[src/rtl/ex_pkg.sv]
// rtl/ex_pkg.sv - aluop encodings and divider state type for the execute stage
package ex_pkg;

    localparam logic [7:0] OP_NOP  = 8'h00;
    localparam logic [7:0] OP_AND  = 8'h24;
    localparam logic [7:0] OP_OR   = 8'h25;
    localparam logic [7:0] OP_XOR  = 8'h26;
    localparam logic [7:0] OP_NOR  = 8'h27;
    localparam logic [7:0] OP_SLL  = 8'h7C;
    localparam logic [7:0] OP_SRL  = 8'h02;
    localparam logic [7:0] OP_SRA  = 8'h03;
    localparam logic [7:0] OP_ADD  = 8'h20;
    localparam logic [7:0] OP_ADDU = 8'h21;
    localparam logic [7:0] OP_SUB  = 8'h22;
    localparam logic [7:0] OP_SUBU = 8'h23;
    localparam logic [7:0] OP_SLT  = 8'h2A;
    localparam logic [7:0] OP_SLTU = 8'h2B;
    localparam logic [7:0] OP_DIV  = 8'h1A;
    localparam logic [7:0] OP_DIVU = 8'h1B;

    typedef enum logic [1:0] {
        IDLE,
        RUN,
        FIN
    } div_state_t;

endpackage

[src/rtl/ex_div_iter.sv]
// rtl/ex_div_iter.sv - iterative restoring divider, one quotient bit per cycle
module ex_div_iter
    import ex_pkg::*;
#(
    parameter int DATA_W = 32
) (
    input  logic              clk,
    input  logic              rst,
    input  logic              flush,
    input  logic              hold,
    input  logic              start,
    input  logic              is_signed,
    input  logic [DATA_W-1:0] dividend,
    input  logic [DATA_W-1:0] divisor,
    output logic              busy,
    output logic              done,
    output logic [DATA_W-1:0] quotient,
    output logic [DATA_W-1:0] remainder
);

    localparam int CNT_W = $clog2(DATA_W);

    div_state_t        state, state_nx;
    logic [CNT_W-1:0]  cnt;
    logic [DATA_W-1:0] rem_q, quo_q, dvs_q;
    logic              q_neg, r_neg, div0;
    logic              a_neg, b_neg;
    logic [DATA_W:0]   shifted, trial;

    assign a_neg   = is_signed & dividend[DATA_W-1];
    assign b_neg   = is_signed & divisor[DATA_W-1];
    // Partial remainder shifted left with the next dividend bit; trial subtract decides the quotient bit.
    assign shifted = {rem_q, quo_q[DATA_W-1]};
    assign trial   = shifted - {1'b0, dvs_q};

    assign busy = (state != IDLE);
    assign done = (state == FIN) && !hold && !flush;

    // On divide by zero quo_q still holds |dividend|, so re-signing it recovers the original dividend.
    assign quotient  = div0 ? '1 : (q_neg ? -quo_q : quo_q);
    assign remainder = div0 ? (r_neg ? -quo_q : quo_q) : (r_neg ? -rem_q : rem_q);

    // Next-state: zero divisor skips iteration; FIN waits out downstream stall; flush aborts.
    always_comb begin
        state_nx = state;
        case (state)
            IDLE:    if (start) state_nx = (divisor == '0) ? FIN : RUN;
            RUN:     if (cnt == CNT_W'(DATA_W - 1)) state_nx = FIN;
            FIN:     if (!hold) state_nx = IDLE;
            default: state_nx = IDLE;
        endcase
        if (flush) state_nx = IDLE;
    end

    // State register plus operand latch and restoring-step datapath.
    always_ff @(posedge clk) begin
        if (rst) begin
            state <= IDLE;
            cnt   <= '0;
            rem_q <= '0;
            quo_q <= '0;
            dvs_q <= '0;
            q_neg <= 1'b0;
            r_neg <= 1'b0;
            div0  <= 1'b0;
        end else begin
            state <= state_nx;
            case (state)
                IDLE: begin
                    if (start) begin
                        quo_q <= a_neg ? -dividend : dividend;
                        dvs_q <= b_neg ? -divisor : divisor;
                        rem_q <= '0;
                        cnt   <= '0;
                        q_neg <= a_neg ^ b_neg;
                        r_neg <= a_neg;
                        div0  <= (divisor == '0);
                    end
                end
                RUN: begin
                    cnt <= cnt + 1'b1;
                    if (!trial[DATA_W]) begin
                        rem_q <= trial[DATA_W-1:0];
                        quo_q <= {quo_q[DATA_W-2:0], 1'b1};
                    end else begin
                        rem_q <= shifted[DATA_W-1:0];
                        quo_q <= {quo_q[DATA_W-2:0], 1'b0};
                    end
                end
                default: ;
            endcase
        end
    end

endmodule

[src/rtl/ex_unit.sv]
// rtl/ex_unit.sv - execute stage: single-cycle ALU, iterative divide, EX/MEM register
module ex_unit
    import ex_pkg::*;
#(
    parameter int DATA_W     = 32,
    parameter int REG_ADDR_W = 5,
    parameter int ALUOP_W    = 8
) (
    input  logic                  clk,
    input  logic                  rst,
    input  logic                  valid_i,
    output logic                  ready_o,
    input  logic [ALUOP_W-1:0]    aluop_i,
    input  logic [DATA_W-1:0]     reg1_i,
    input  logic [DATA_W-1:0]     reg2_i,
    input  logic [REG_ADDR_W-1:0] waddr_i,
    input  logic                  reg_write_i,
    input  logic                  stall_i,
    input  logic                  flush_i,
    output logic                  valid_o,
    output logic [DATA_W-1:0]     ex_wdata_o,
    output logic [REG_ADDR_W-1:0] ex_waddr_o,
    output logic                  ex_write_o,
    output logic [DATA_W-1:0]     ex_hi_o,
    output logic [DATA_W-1:0]     ex_lo_o,
    output logic                  ex_hilo_we_o,
    output logic                  ovf_o,
    output logic                  stall_req_o
);

    localparam int SH_W = $clog2(DATA_W);

    logic              accept, is_div, div_busy, div_done;
    logic [DATA_W-1:0] div_q, div_r, alu_res, sum, diff;
    logic              alu_wr, alu_ovf;
    logic [SH_W-1:0]   shamt;

    assign is_div      = (aluop_i == OP_DIV) || (aluop_i == OP_DIVU);
    assign ready_o     = !div_busy && !stall_i && !rst;
    assign accept      = valid_i && ready_o && !flush_i;
    assign stall_req_o = div_busy;
    assign shamt       = reg1_i[SH_W-1:0];
    assign sum         = reg1_i + reg2_i;
    assign diff        = reg1_i - reg2_i;

    ex_div_iter #(.DATA_W(DATA_W)) u_div (
        .clk       (clk),
        .rst       (rst),
        .flush     (flush_i),
        .hold      (stall_i),
        .start     (accept && is_div),
        .is_signed (aluop_i == OP_DIV),
        .dividend  (reg1_i),
        .divisor   (reg2_i),
        .busy      (div_busy),
        .done      (div_done),
        .quotient  (div_q),
        .remainder (div_r)
    );

    // Single-cycle ALU result; signed overflow on ADD/SUB suppresses the register write.
    always_comb begin
        alu_res = '0;
        alu_wr  = 1'b1;
        alu_ovf = 1'b0;
        case (aluop_i)
            OP_AND:  alu_res = reg1_i & reg2_i;
            OP_OR:   alu_res = reg1_i | reg2_i;
            OP_XOR:  alu_res = reg1_i ^ reg2_i;
            OP_NOR:  alu_res = ~(reg1_i | reg2_i);
            OP_SLL:  alu_res = reg2_i << shamt;
            OP_SRL:  alu_res = reg2_i >> shamt;
            OP_SRA:  alu_res = $signed(reg2_i) >>> shamt;
            OP_ADDU: alu_res = sum;
            OP_SUBU: alu_res = diff;
            OP_ADD: begin
                alu_res = sum;
                alu_ovf = (reg1_i[DATA_W-1] == reg2_i[DATA_W-1]) && (sum[DATA_W-1] != reg1_i[DATA_W-1]);
                alu_wr  = !alu_ovf;
            end
            OP_SUB: begin
                alu_res = diff;
                alu_ovf = (reg1_i[DATA_W-1] != reg2_i[DATA_W-1]) && (diff[DATA_W-1] != reg1_i[DATA_W-1]);
                alu_wr  = !alu_ovf;
            end
            OP_SLT:  alu_res = {{(DATA_W-1){1'b0}}, ($signed(reg1_i) < $signed(reg2_i))};
            OP_SLTU: alu_res = {{(DATA_W-1){1'b0}}, (reg1_i < reg2_i)};
            default: alu_wr = 1'b0;
        endcase
    end

    // EX/MEM register: flush clears, stall holds, divide completion or a new op loads, else bubble out.
    always_ff @(posedge clk) begin
        if (rst) begin
            valid_o      <= 1'b0;
            ex_wdata_o   <= '0;
            ex_waddr_o   <= '0;
            ex_write_o   <= 1'b0;
            ex_hi_o      <= '0;
            ex_lo_o      <= '0;
            ex_hilo_we_o <= 1'b0;
            ovf_o        <= 1'b0;
        end else if (flush_i) begin
            valid_o      <= 1'b0;
            ex_write_o   <= 1'b0;
            ex_hilo_we_o <= 1'b0;
        end else if (!stall_i) begin
            if (div_done) begin
                valid_o      <= 1'b1;
                ex_wdata_o   <= '0;
                ex_write_o   <= 1'b0;
                ex_hi_o      <= div_r;
                ex_lo_o      <= div_q;
                ex_hilo_we_o <= 1'b1;
                ovf_o        <= 1'b0;
            end else if (accept && !is_div) begin
                valid_o      <= 1'b1;
                ex_wdata_o   <= alu_res;
                ex_waddr_o   <= waddr_i;
                ex_write_o   <= alu_wr & reg_write_i;
                ex_hilo_we_o <= 1'b0;
                ovf_o        <= alu_ovf;
            end else begin
                valid_o      <= 1'b0;
                ex_write_o   <= 1'b0;
                ex_hilo_we_o <= 1'b0;
                ovf_o        <= 1'b0;
            end
        end
    end

endmodule

[config.mk]
export PLATFORM = sky130hd
export DESIGN_NAME = ex_unit
export DESIGN_NICKNAME = d
export VERILOG_FILES = /design/src/rtl/ex_pkg.sv /design/src/rtl/ex_div_iter.sv /design/src/rtl/ex_unit.sv
export SDC_FILE = /design/constraint.sdc
export NUM_CORES = 1
export LEC_CHECK = 0
export CAP_MARGIN = 20
export CORE_MARGIN = 2
export CORE_UTILIZATION = 45
export CTS_CLUSTER_SIZE = 30
export DETAILED_ROUTE_END_ITERATION = 10
export PLACE_DENSITY_LB_ADDON = 0.12
export SYNTH_ARGS = -nofsm -noshare
export SYNTH_HDL_FRONTEND = slang
export SYNTH_HIERARCHICAL = 1
export SYNTH_SLANG_ARGS = --single-unit
[constraint.sdc]
create_clock -name clk -period 6.9 [get_ports clk]
set_input_delay 1.38 -clock clk [delete_from_list [all_inputs] [get_ports clk]]
set_output_delay 1.38 -clock clk [all_outputs]
set_load 0.005 [all_outputs]
== After elaboration in Yosys (flattened, before gate mapping) ==
Cells that the tools add are included.
Word-level totals
  bits in registers: 211
  input port bits: 83
  logic and storage cells: 131
Cells by class
  $lt $le $gt $ge: 2
  add/sub/neg operators: 8
  reduce and logical (&&, ||, !) cells: 34
  equality and inequality tests: 25
  shifts and indexed selects: 3
  muxes and demuxes: 32
  bitwise logic cells: 11
Operators with widths (number)
  2-to-1 mux 32 bit: 12
  case mux 32 bit (11 select lines): 1
  negation 32 bit: 4
  case mux 32 bit (2 select lines): 2
  equality test 8 x 6 -> 1 bit (second input constant): 10
  less-than comparator 32 bit: 2
  subtractor 33 x 32 -> 33 bit: 1
  adder 32 bit: 1
  bitwise AND 32 bit: 1
  zero test 32 bit: 1
  inverter 32 bit: 1
  bitwise OR 32 bit: 1
  << shifter 32 x 5 -> 32 bit: 1
  right shift 32 x 5 -> 32 bit: 1
  >>> shifter 32 x 5 -> 32 bit: 1
  subtractor 32 bit: 1
  XOR 32 bit: 1
  equality test 8 x 2 -> 1 bit (second input constant): 2
  equality test 8 x 5 -> 1 bit (second input constant): 2
  OR reduction 11 bit: 1
  logical AND 1 bit: 10
  case mux 5 bit (2 select lines): 1
  AND reduction 3 bit: 3
  equality test 8 x 7 -> 1 bit (second input constant): 1
  other kinds (24): 53

== Logic depth before layout (Yosys ltp) ==
  depth in word-level cells: 9
  gate-level depth with buffers: 17

== Cells and area by module ==
The synthesis kept the hierarchy.
By module, submodules not included
  ex_unit: instances 1, sequential area each 2102.0 µm², cells an instance 1733, area each 12821.0 µm²
  ex_div_iter: instances 1, sequential area each 2122.0 µm², cells an instance 1333, area each 9480.3 µm²

== Worst setup path before layout ==
OpenSTA, ideal clock, no wires.
  path kind: input -> register
  from: input port reg1_i[2]
  to: register ex_wdata_o[30]
  arrival time: 4378 ps
  setup slack: 2434 ps
  stages on the path: 14
  buffers on the path: 4
  library setup time: 88 ps
  path through: buf_2 > inv_2 > buf_2 > buf_1 > ha_1 > buf_4 > a21oi_1 > o21ai_0 > o2bb2ai_1 > a32oi_1 > a311oi_2 > or3_1 > a21o_1 > a311oi_2
On the way
  cells in the longest elaborated chain, start to end: 4
  elaborated cells between the ends (all ways): 8
  those cells by class: 2 x add/sub; 3 x shift; 3 x mux
RTL lines
  from (decl): line ex_unit.sv:14  | input logic [DATA_W-1:0] reg1_i,
  subtractor 32 bit, or another cell as far along: line ex_unit.sv:44  | assign diff = reg1_i - reg2_i;
  case mux 32 bit (11 select lines) (*): line ex_unit.sv:66  | case (aluop_i)
  2-to-1 mux 32 bit (*): line ex_unit.sv:116  | end else if (accept && !is_div) begin
  2-to-1 mux 32 bit (*): line ex_unit.sv:108  | if (div_done) begin
  to (signal assigned): line ex_unit.sv:118  | ex_wdata_o <= alu_res;
  to (decl): line ex_unit.sv:21  | output logic [DATA_W-1:0] ex_wdata_o,
Every way passes the cells marked *; elsewhere a longest branch is shown, timed or not. The select of a mux whose other input is x is not followed.
A chain may end at the register's enable or synchronous reset.

== Worst setup path after layout ==
  from: input port reg2_i[12]
  to: register ovf_o
On the way
  cells in the longest elaborated chain, start to end: 6
  elaborated cells between the ends (all ways): 9
  those cells by class: 2 x add/sub; 2 x eq/ne; 3 x mux; 2 x reduce/logical
RTL lines
  from (decl): line ex_unit.sv:15  | input logic [DATA_W-1:0] reg2_i,
  subtractor 32 bit or adder 32 bit (tied branches): line ex_unit.sv:44, ex_unit.sv:43
  != test 1 bit, on equally long branches: line ex_unit.sv:83, ex_unit.sv:78
  logical AND 1 bit, on equally long branches: line ex_unit.sv:83, ex_unit.sv:78
  case mux 1 bit (2 select lines) (*): line ex_unit.sv:66
  2-to-1 mux 1 bit (*): line ex_unit.sv:116
  2-to-1 mux 1 bit (*): line ex_unit.sv:108
  to (signal assigned): line ex_unit.sv:122  | ovf_o <= alu_ovf;
  to (decl): line ex_unit.sv:27  | output logic ovf_o,
Every way passes the cells marked *; elsewhere a longest branch is shown, timed or not.

==> impl_metrics.json <==
{
  "final-seq-area_um2": 4230,
  "grt_overflow": 0,
  "antenna_left": 0,
  "status": "finished, final reports clean",
  "ys_ff_latch": 211,
  "crit_path_max_incr_delay_ns": 1.06,
  "fin_crit_sh_pct": 76.9,
  "grtUsageTotal_pct": 36.0,
  "grt_max_degree": 78,
  "relSlewSlack_pct": 24.6,
  "synth_top_family_by_area": "compound AO/OA/AOI/OAI gates",
  "slowest_stage": "clkdlybuf4s50_1",
  "nNetsFinal": 3334,
  "crit_path_start_kind": "input pin",
  "final_cells": 3797,
  "antenna_found_initial": 3,
  "fillCellCount": 4926,
  "io_pins": 190,
  "critPathBufInv": 2,
  "finalMaxSlewViolations": 0,
  "clkTransAtPathRegs_ns": 0.06,
  "cts_buffer_depth": 3,
  "grt_setup_unrepaired": "no",
  "cts_buffers": 28,
  "cts-root-buf": "clkbuf_16",
  "cap_viol_max_count": 0,
  "synthSimpleGateAreaFrac_pct": 20.9,
  "ys_seq_area_share_pct": 18.9,
  "critPathKind": "input pin to register",
  "drt_first_pass_iters": 6,
  "synth_xor_area_share_pct": 7.19,
  "cp_cell_sequence": "clkdlybuf4s50_1, inv_1, ha_1, nor2b_1, a2111oi_4, nand2_2, nor3_2, nor3_2, o41ai_4, nand3_1, a221oi_2, a41o_1",
  "fp.dieW_um": 227,
  "die-area_um2": 51400,
  "fp-row-count": 81,
  "ctsHoldBuffers": 0,
  "grt_pass1_vias": 22266,
  "die_height_um": 227,
  "power-per-cell-area_nw_per_um2": 145,
  "tns_ns": 0,
  "drc": 0,
  "avgSynthCellArea_um2": 7.27,
  "grt_pass1_wl_um": 140000,
  "clock_latency_ns": 0.61,
  "finalWirelength_um": 94200,
  "critPathTopFamily": "compound AO/OA/AOI/OAI gates",
  "synth-edff-count": 0,
  "drt_iter0_drc": 2447,
  "drive_gt1_share_pct": 7.38,
  "synthArstFlopShare_pct": 0,
  "hold_viol_final": 0,
  "portBuffers": 189,
  "dp.cells": 3743,
  "tightest_slew_ns": 1.13,
  "yosysWarnings": 6,
  "cts_sinks": 211,
  "synthMuxAreaShare_pct": 10.6,
  "synthFlopType": "dfxtp_1",
  "ir_worst_vdd_mv": 0.186,
  "syn_inst": 3066,
  "synth_fa_ha_area_share_pct": 8.01,
  "hp-class": "register to register",
  "p_leak_nw": 9.86,
  "cts_resized": 0,
  "fmax_mhz": 188,
  "setup_viol": 0,
  "clock_skew_ns": 0.0197,
  "crit_fanout": 12,
  "vias_per_cell": 6.28,
  "ys_types": 99,
  "start_util_pct": 45.6,
  "end_kind": "register",
  "cts_tree": "built",
  "h-tree-depth": 1,
  "crit_top_cell": "nor3_2",
  "wl_per_cell_um": 24.8,
  "synth_area_um2": 22300,
  "synth.net_count": 3290,
  "synth_compound_area_share_pct": 27.4,
  "worstPathRequired_ns": 7.44,
  "post_cts_buffers": 0,
  "multi_input_area_um2": 16600,
  "place.gp.congestion": 1.01,
  "core_area_um2": 49000,
  "period_minus_slack_ns": 5.31,
  "area.growth.synth_to_final_pct": 14.1,
  "num_vias": 23859,
  "dp_hpwl_um": 71300,
  "cp.arrival_ns": 5.85,
  "fin_util_pct": 52.0
}
==> per-stage QoR <==
stage | instance area [µm²] | total power [mW] | hold slack, ns | worst slack, ns
after floorplan | 22300 | 1.82 | 0.432 | 2.43
after global placement | 24500 | 2.15 | 0.434 | 1.32
after detailed placement | 24500 | 2.15 | 0.438 | 1.21
after CTS | 25400 | 3.69 | 0.444 | 1.83
after global routing | 25400 | 3.81 | 0.458 | 1.58
final | 25500 | 3.69 | 0.442 | 1.59
==> metal layers <==
layer  vias to the layer above  global-route usage, %  part of all wire [%]
li1                      11159                      -                     -
met1                     11318                   45.6                    40
met2                      1154                   57.4                    45
met3                       224                   5.64                   7.7
met4                         4                   22.5                   7.3
met5                         -                      0                 0.031
==> area by class of cell <==
class / count / share of cell area [%]
sequential: 211 / 16.6
clock buffer: 37 / 2.96
clock inverter: 13 / 0.786
timing repair buffer: 243 / 8.98
multi-input combinational: 2470 / 65.1
tap: 664 / 3.26
inverter: 156 / 2.30
antenna: 3 / 0.0295
==> cells in the mapped netlist (all sizes together), types with 19 or more instances <==
cell type | number | area share, %
o21ai | 218 | 4.9
nor2 | 263 | 4.4
a22oi | 44 | 1.5
nand2 | 404 | 6.8
inv | 154 | 2.6
xnor2 | 114 | 4.5
or3 | 44 | 1.3
nand2b | 23 | 0.65
dfxtp | 211 | 19
ha | 138 | 7.7
clkbuf | 164 | 2.8
a31oi | 22 | 0.62
buf | 65 | 1.6
o31ai | 34 | 1.1
a21o | 30 | 1.0
mux4 | 56 | 5.7
a211oi | 87 | 2.9
and3 | 29 | 0.81
nor3 | 68 | 1.6
nand3 | 52 | 1.2
xor2 | 69 | 2.7
o211ai | 26 | 0.88
mux2i | 92 | 4.1
a21oi | 322 | 7.2
nor2b | 22 | 0.62
o22ai | 19 | 0.53
nand4 | 21 | 0.59
==> where the power goes <==
part	switching (mW)	internal, mW	leakage (nW)
logic	0.594	0.336	7.71
clock network	0.618	0.918	0.452
registers	0.000798	1.22	1.70
==> layout by cell type (no fill, tap or decap), types with 92 or more instances in the layout <==
cell type	Yosys	routed
nand2_1	403	402
mux2i_1	92	92
a21oi_1	322	322
clkdlybuf4s50_1	0	181
xnor2_1	114	114
ha_1	138	138
o21ai_0	213	213
nor2_1	263	261
dfxtp_1	211	209
inv_1	152	152
==> tightest hold or removal path: stages, from the launching register on <==
cell     delay [ns]
dfxtp_1        0.31
nand2_1        0.05
nand2_1        0.04
==> cells by family after synthesis <==
| family | count (synthesis) |
|---|---|
| fa+ha+maj | 141 |
| simple gates | 1016 |
| flops | 211 |
| buf+inv | 385 |
| mux | 165 |
| xor+xnor | 183 |
| compound gates | 965 |
==> final timing paths <==
check	from	end	slack, ns	depth (start not counted)
worst max-delay path	reg2_i[12]	ovf_o	1.59	12
worst min-delay path	ex_wdata_o[10]	ex_wdata_o[10]	0.44	2
worst max register to register	u_div/quo_q[31]	u_div/rem_q[27]	3.04	12
worst min register to register	ex_wdata_o[10]	ex_wdata_o[10]	0.44	2
==> registers in the layout, summed over array words and instances (netlist names) <==
signal / flops
ex_write_o: 1
ex_hilo_we_o: 1
u_div/rem_q: 32
ex_lo_o: 32
ex_hi_o: 32
ovf_o: 1
ex_waddr_o: 5
valid_o: 1
u_div/div0: 1
u_div/state: 2
u_div/cnt: 5
u_div/r_neg: 1
u_div/quo_q: 32
ex_wdata_o: 32
u_div/dvs_q: 32
u_div/q_neg: 1
(Power assumes the default switching activity.)
